[src/rtl/genius_pkg.sv]
// Shared definitions for the Genius (Simon) sequence controller.
//   state_e    : controller FSM states
//   MAX_LEVEL  : number of rounds needed to win
//   RED..YELLOW: one-hot colour codes as stored in the sequence ROM
package genius_pkg;

  typedef enum logic [2:0] {
    StIdle,
    StShowOn,
    StShowOff,
    StWaitIn,
    StWin,
    StLose
  } state_e;

  localparam int unsigned MAX_LEVEL = 16;

  localparam logic [3:0] RED    = 4'b0001;
  localparam logic [3:0] GREEN  = 4'b0010;
  localparam logic [3:0] BLUE   = 4'b0100;
  localparam logic [3:0] YELLOW = 4'b1000;

endpackage

[src/rtl/genius_timer.sv]
// Loadable down-counter that saturates at zero.
//   clk, rst_n : clock, asynchronous active-low reset
//   load       : load load_val this cycle (has priority over counting)
//   load_val   : value to load
//   zero       : count is currently zero
module genius_timer #(
  parameter int unsigned Width = 8
) (
  input  logic             clk,
  input  logic             rst_n,
  input  logic             load,
  input  logic [Width-1:0] load_val,
  output logic             zero
);

  logic [Width-1:0] count_q, count_d;

  always_comb begin
    count_d = count_q;
    if (load) begin
      count_d = load_val;
    end else if (count_q != '0) begin
      count_d = count_q - 1'b1;
    end
  end

  always_ff @(posedge clk or negedge rst_n) begin
    if (!rst_n) begin
      count_q <= '0;
    end else begin
      count_q <= count_d;
    end
  end

  assign zero = (count_q == '0);

endmodule

[src/rtl/genius_seq_ctrl.sv]
// Genius (Simon) game controller: plays back the first `level` colours of an external
// 16-entry one-hot sequence ROM, then checks the player's presses against it.
//   clk, rst_n : clock, asynchronous active-low reset
//   start      : single-cycle pulse, starts a new game from IDLE/WIN/LOSE
//   btn        : debounced single-cycle press event (one-hot when non-zero)
//   seq_addr   : registered ROM address (the step index)
//   seq_data   : one-hot ROM colour, combinational on seq_addr
//   led        : colour currently shown
//   level      : current round length (0 when idle, else 1..16)
//   wait_input : player input expected
//   win, lose  : sticky end-of-game indications
module genius_seq_ctrl
  import genius_pkg::*;
#(
  parameter int unsigned ON_CYCLES      = 25_000_000,
  parameter int unsigned OFF_CYCLES     = 12_500_000,
  parameter int unsigned TIMEOUT_CYCLES = 250_000_000
) (
  input  logic       clk,
  input  logic       rst_n,
  input  logic       start,
  input  logic [3:0] btn,
  output logic [3:0] seq_addr,
  input  logic [3:0] seq_data,
  output logic [3:0] led,
  output logic [4:0] level,
  output logic       wait_input,
  output logic       win,
  output logic       lose
);

  localparam int unsigned MaxA   = (ON_CYCLES > OFF_CYCLES) ? ON_CYCLES : OFF_CYCLES;
  localparam int unsigned MaxCyc = (MaxA > TIMEOUT_CYCLES) ? MaxA : TIMEOUT_CYCLES;
  localparam int unsigned TimerW = (MaxCyc > 1) ? $clog2(MaxCyc) : 1;

  localparam logic [TimerW-1:0] OnLoad      = TimerW'(ON_CYCLES - 1);
  localparam logic [TimerW-1:0] OffLoad     = TimerW'(OFF_CYCLES - 1);
  localparam logic [TimerW-1:0] TimeoutLoad = TimerW'(TIMEOUT_CYCLES - 1);
  localparam logic [4:0]        LevelMax    = 5'(MAX_LEVEL);

  state_e      state_q, state_d;
  logic [3:0]  idx_q, idx_d;
  logic [4:0]  level_q, level_d;
  logic        tmr_load;
  logic [TimerW-1:0] tmr_val;
  logic        tmr_zero;
  logic        last_step;

  genius_timer #(
    .Width (TimerW)
  ) u_timer (
    .clk      (clk),
    .rst_n    (rst_n),
    .load     (tmr_load),
    .load_val (tmr_val),
    .zero     (tmr_zero)
  );

  // 5-bit compare so idx 15 matches level 16 without wrapping.
  assign last_step = ({1'b0, idx_q} == (level_q - 5'd1));

  always_comb begin
    state_d  = state_q;
    idx_d    = idx_q;
    level_d  = level_q;
    tmr_load = 1'b0;
    tmr_val  = '0;

    unique case (state_q)
      StIdle, StWin, StLose: begin
        if (start) begin
          level_d  = 5'd1;
          idx_d    = '0;
          tmr_load = 1'b1;
          tmr_val  = OnLoad;
          state_d  = StShowOn;
        end
      end

      StShowOn: begin
        if (tmr_zero) begin
          tmr_load = 1'b1;
          tmr_val  = OffLoad;
          state_d  = StShowOff;
        end
      end

      StShowOff: begin
        if (tmr_zero) begin
          tmr_load = 1'b1;
          if (last_step) begin
            idx_d   = '0;
            tmr_val = TimeoutLoad;
            state_d = StWaitIn;
          end else begin
            idx_d   = idx_q + 4'd1;
            tmr_val = OnLoad;
            state_d = StShowOn;
          end
        end
      end

      StWaitIn: begin
        // A press takes priority over a timer that hits zero on the same edge.
        if (btn != '0) begin
          if (btn != seq_data) begin
            state_d = StLose;
          end else begin
            tmr_load = 1'b1;
            tmr_val  = TimeoutLoad;
            if (!last_step) begin
              idx_d = idx_q + 4'd1;
            end else if (level_q < LevelMax) begin
              level_d = level_q + 5'd1;
              idx_d   = '0;
              tmr_val = OnLoad;
              state_d = StShowOn;
            end else begin
              state_d = StWin;
            end
          end
        end else if (tmr_zero) begin
          state_d = StLose;
        end
      end

      default: state_d = StIdle;
    endcase
  end

  always_ff @(posedge clk or negedge rst_n) begin
    if (!rst_n) begin
      state_q <= StIdle;
      idx_q   <= '0;
      level_q <= '0;
    end else begin
      state_q <= state_d;
      idx_q   <= idx_d;
      level_q <= level_d;
    end
  end

  assign seq_addr   = idx_q;
  assign level      = level_q;
  assign led        = (state_q == StShowOn) ? seq_data : 4'b0000;
  assign wait_input = (state_q == StWaitIn);
  assign win        = (state_q == StWin);
  assign lose       = (state_q == StLose);

endmodule

[config.mk]
export PLATFORM = sky130hd
export DESIGN_NAME = genius_seq_ctrl
export DESIGN_NICKNAME = d
export VERILOG_FILES = /design/src/rtl/genius_pkg.sv /design/src/rtl/genius_timer.sv /design/src/rtl/genius_seq_ctrl.sv
export SDC_FILE = /design/constraint.sdc
export NUM_CORES = 1
export LEC_CHECK = 0
export CAP_MARGIN = 20
export CORE_ASPECT_RATIO = 1.25
export CORE_MARGIN = 1
export CORE_UTILIZATION = 50
export DETAILED_ROUTE_END_ITERATION = 10
export GPL_ROUTABILITY_DRIVEN = 0
export HOLD_SLACK_MARGIN = 0.03
export PLACE_DENSITY = 0.71
export SYNTH_ARGS = -nofsm -noshare
export SYNTH_HDL_FRONTEND = slang
export SYNTH_HIERARCHICAL = 1
export SYNTH_SLANG_ARGS = --single-unit
[constraint.sdc]
create_clock -name clk -period 4.4 [get_ports clk]
set_clock_uncertainty 0.15 [all_clocks]
set_input_delay 1.32 -clock clk [delete_from_list [all_inputs] [get_ports clk]]
set_output_delay 1.32 -clock clk [all_outputs]
set_load 0.02 [all_outputs]
==> summary.txt <==
CTS tree - built
Max incr delay on CP - 600 ps
CP max-delay cell - clkdlybuf4s50_1
Final WS setup - 394 ps
P_leak - 1.28 nW
Cell mode on critical path - clkdlybuf4s50_1
Post_cts resized - 0
Seq/Total Area, Yosys - 0.371
DR vias - 2381
Simple-Gate Fraction of Synth Area - 0.252
Largest net degree at the start of global routing - 56
Hold Slack - 413 ps
Final Util - 0.601
GRT Overall Usage - 0.244
Post-CTS setup buffers - 0
Layout Cell Area excl Fill - 0.00308 mm^2
Max-slew violation count - 0
ANT cells - 0
DP HPWL - 4430 um
Via-to-Cell Ratio - 6.12
Clock latency on the worst-skew pair - 290 ps
Total iterations of the first detailed-routing run - 4
Row count - 29
Relative slew slack - 0.397
Worst slew pin tran - 904 ps
Dominant synthesized flop cell - dfrtp_1
Drt wl/cell - 16.1 um
DRC - 0
Number of global-route vias before repair - 2353
First-pass GRT wire length - 10600 um
Root buffer cell - clkbuf_8
Crit-path max FO - 2
Drt first-iter violations - 113
Area growth syn-to-layout - 14.1%
Number of I/O pins - 27
Multiplexer share of the synthesized area - 0.0325
Post-Syn Instances - 307
Clock Pin Slew Worst Setup and Hold Paths - 70 ps
Fmax - 250 MHz
Fraction of the mapped netlist area in compound gates - 0.180
Max Cap Viol - 0
CTS sink cnt - 40
DIE WIDTH - 67.7 um
Grt total ovfl - 0
Adder-cell share of the synthesized area - 0.0232
Core box area - 0.00512 mm^2
Final TNS setup - 0 ps
Placed Area - 0.00298 mm^2
Die ar. - 0.00569 mm^2
Ys async rst share - 1.00
Ratio of cells with drive above 1 in the final layout - 0.0703
Synth warn - 6
Setup-failing EPs final - 0
Most common cell after layout, fill and taps aside - dfrtp_1
Arrival @ worst endpoint - 2540 ps
WP data required - 2930 ps
Setup CP Type - in2out
Power density cells - 550 mW/mm^2
Final Hold Vio Count - 0
Result of the run - finished clean
WL final - 6260 um
Initial antenna violation count - 0
Synth Cell Area - 0.00270 mm^2
Unrepaired setup endpoints after global routing - no
WP buf/inv - 2
Crit end category - primary output
TritonCTS buffer count - 5
Crit start category - input pin
Most frequent cells in the layout - 40 x dfrtp_1, 30 x nand2_1, 25 x clkdlybuf4s50_1, 17 x nor2_1, 16 x inv_1
XOR/XNOR Fraction of Synth Area - 0.0877
Final min period - 4010 ps
EDFF count, synth - 0
Synthesized area per cell - 8.79 um^2
Clk buf depth - 2
Number of port buffers - 26
Fillers - 457
Setup WS pre-CTS - 391 ps
Final worst-path cycle share - 0.910
HP Class - reg2reg
Chip height - 84.1 um
Hold_buf cts - 0
Delay-heaviest family, CP - buffers and inverters
Largest family of logic cells by synthesized area - simple AND/OR/NAND/NOR gates
Post-route ant nets - 0
Critical-path cell list - clkdlybuf4s50_1, and2_1, clkdlybuf4s50_1
Distinct cells, synth - 61
# nets final - 342
H-tree depth - 2
Synth Register Bits - 40
R2R setup slack - 1030 ps
Starting Density - 0.527
Maximum vdd ir drop - 325 uV
==> area by class of cell <==
class	count	area, um^2	share of cell area
Clock buffer	6	82.6	0.0268
Inverter	17	63.8	0.0207
Timing Repair Buffer	28	283	0.0919
Tap cell	62	77.6	0.0252
Sequential cell	40	1000	0.325
Multi-Input combinational cell	234	1560	0.507
Clock inverter	2	10.0	0.00325
==> per-layer routing <==
layer  GRT usage  routed length, um  share of wire
met2       0.428               3330           0.53
met3      0.0423                161          0.026
met4       0.112                 81          0.013
met1       0.276               2690           0.43
met5           0                  0              0
==> where the power goes <==
part           internal (W)  switching, W  total, W
clock              0.000125      0.000129  0.000255
sequential         0.000478      0.000127  0.000606
combinational      0.000356      0.000474  0.000831
==> registers in the layout, indices dropped and copies added (netlist names) <==
signal,cells
u_timer/count_q,28
seq_addr,4
level,5
state_q,3
==> worst paths after layout <==
path	startpoint	end	depth (start not counted)
min in group asynchronous	rst_n	u_timer/count_q[13]	1
max in group asynchronous	rst_n	u_timer/count_q[5]	1
hold / removal	u_timer/count_q[12]	u_timer/count_q[12]	1
hold reg to reg	u_timer/count_q[12]	u_timer/count_q[12]	1
setup / recovery	seq_data[3]	led[3]	3
setup reg to reg	u_timer/count_q[0]	u_timer/count_q[22]	12
==> stage by stage <==
step	total power [W]	instances
2_1_floorplan	0.00122	308
3_3_place_gp	0.00142	381
3_5_place_dp	0.00144	381
4_1_cts	0.00170	389
5_1_grt	0.00183	389
6_report	0.00169	389
==> kinds of logic (layout without fill, tap and decap cells) <==
family / Yosys count / in the layout
flip-flops: 40 / 40
adder cells (fa/ha/maj): 5 / 5
buffers and inverters: 34 / 53
XOR/XNOR: 27 / 27
AO/OA/AOI/OAI: 65 / 65
AND/OR/NAND/NOR: 127 / 127
other: 1 / 2
multiplexers: 8 / 8
==> cell usage after synthesis, types with 5 or more instances <==
library cell,number,area [um^2]
dfrtp_1,40,1000
nand2_1,30,113
nor2_1,17,63.8
inv_1,16,60.1
xnor2_1,15,131
nand3_1,14,70.1
nor3_1,14,70.1
xor2_1,12,105
clkbuf_1,11,41.3
o31ai_1,10,75.1
or4_1,10,75.1
o21ai_0,9,45.0
nand4_1,6,37.5
nor2b_1,6,37.5
nor4_1,6,37.5
a21oi_1,5,25.0
buf_2,5,25.0
ha_1,5,62.6
mux2i_1,5,50.1
==> worst reg2reg max path: stages (launching register included) <==
cell and delay (ps):
dfrtp_1 410, inv_1 120, ha_1 170, or4b_2 620
nor3_1 240, and4_1 350, nand3_1 220, nand4_1 210
buf_12 240, nor2b_1 90, nor2b_1 130, a221oi_1 210
o21ai_1 110
Power figures use the tool's default switching activity.
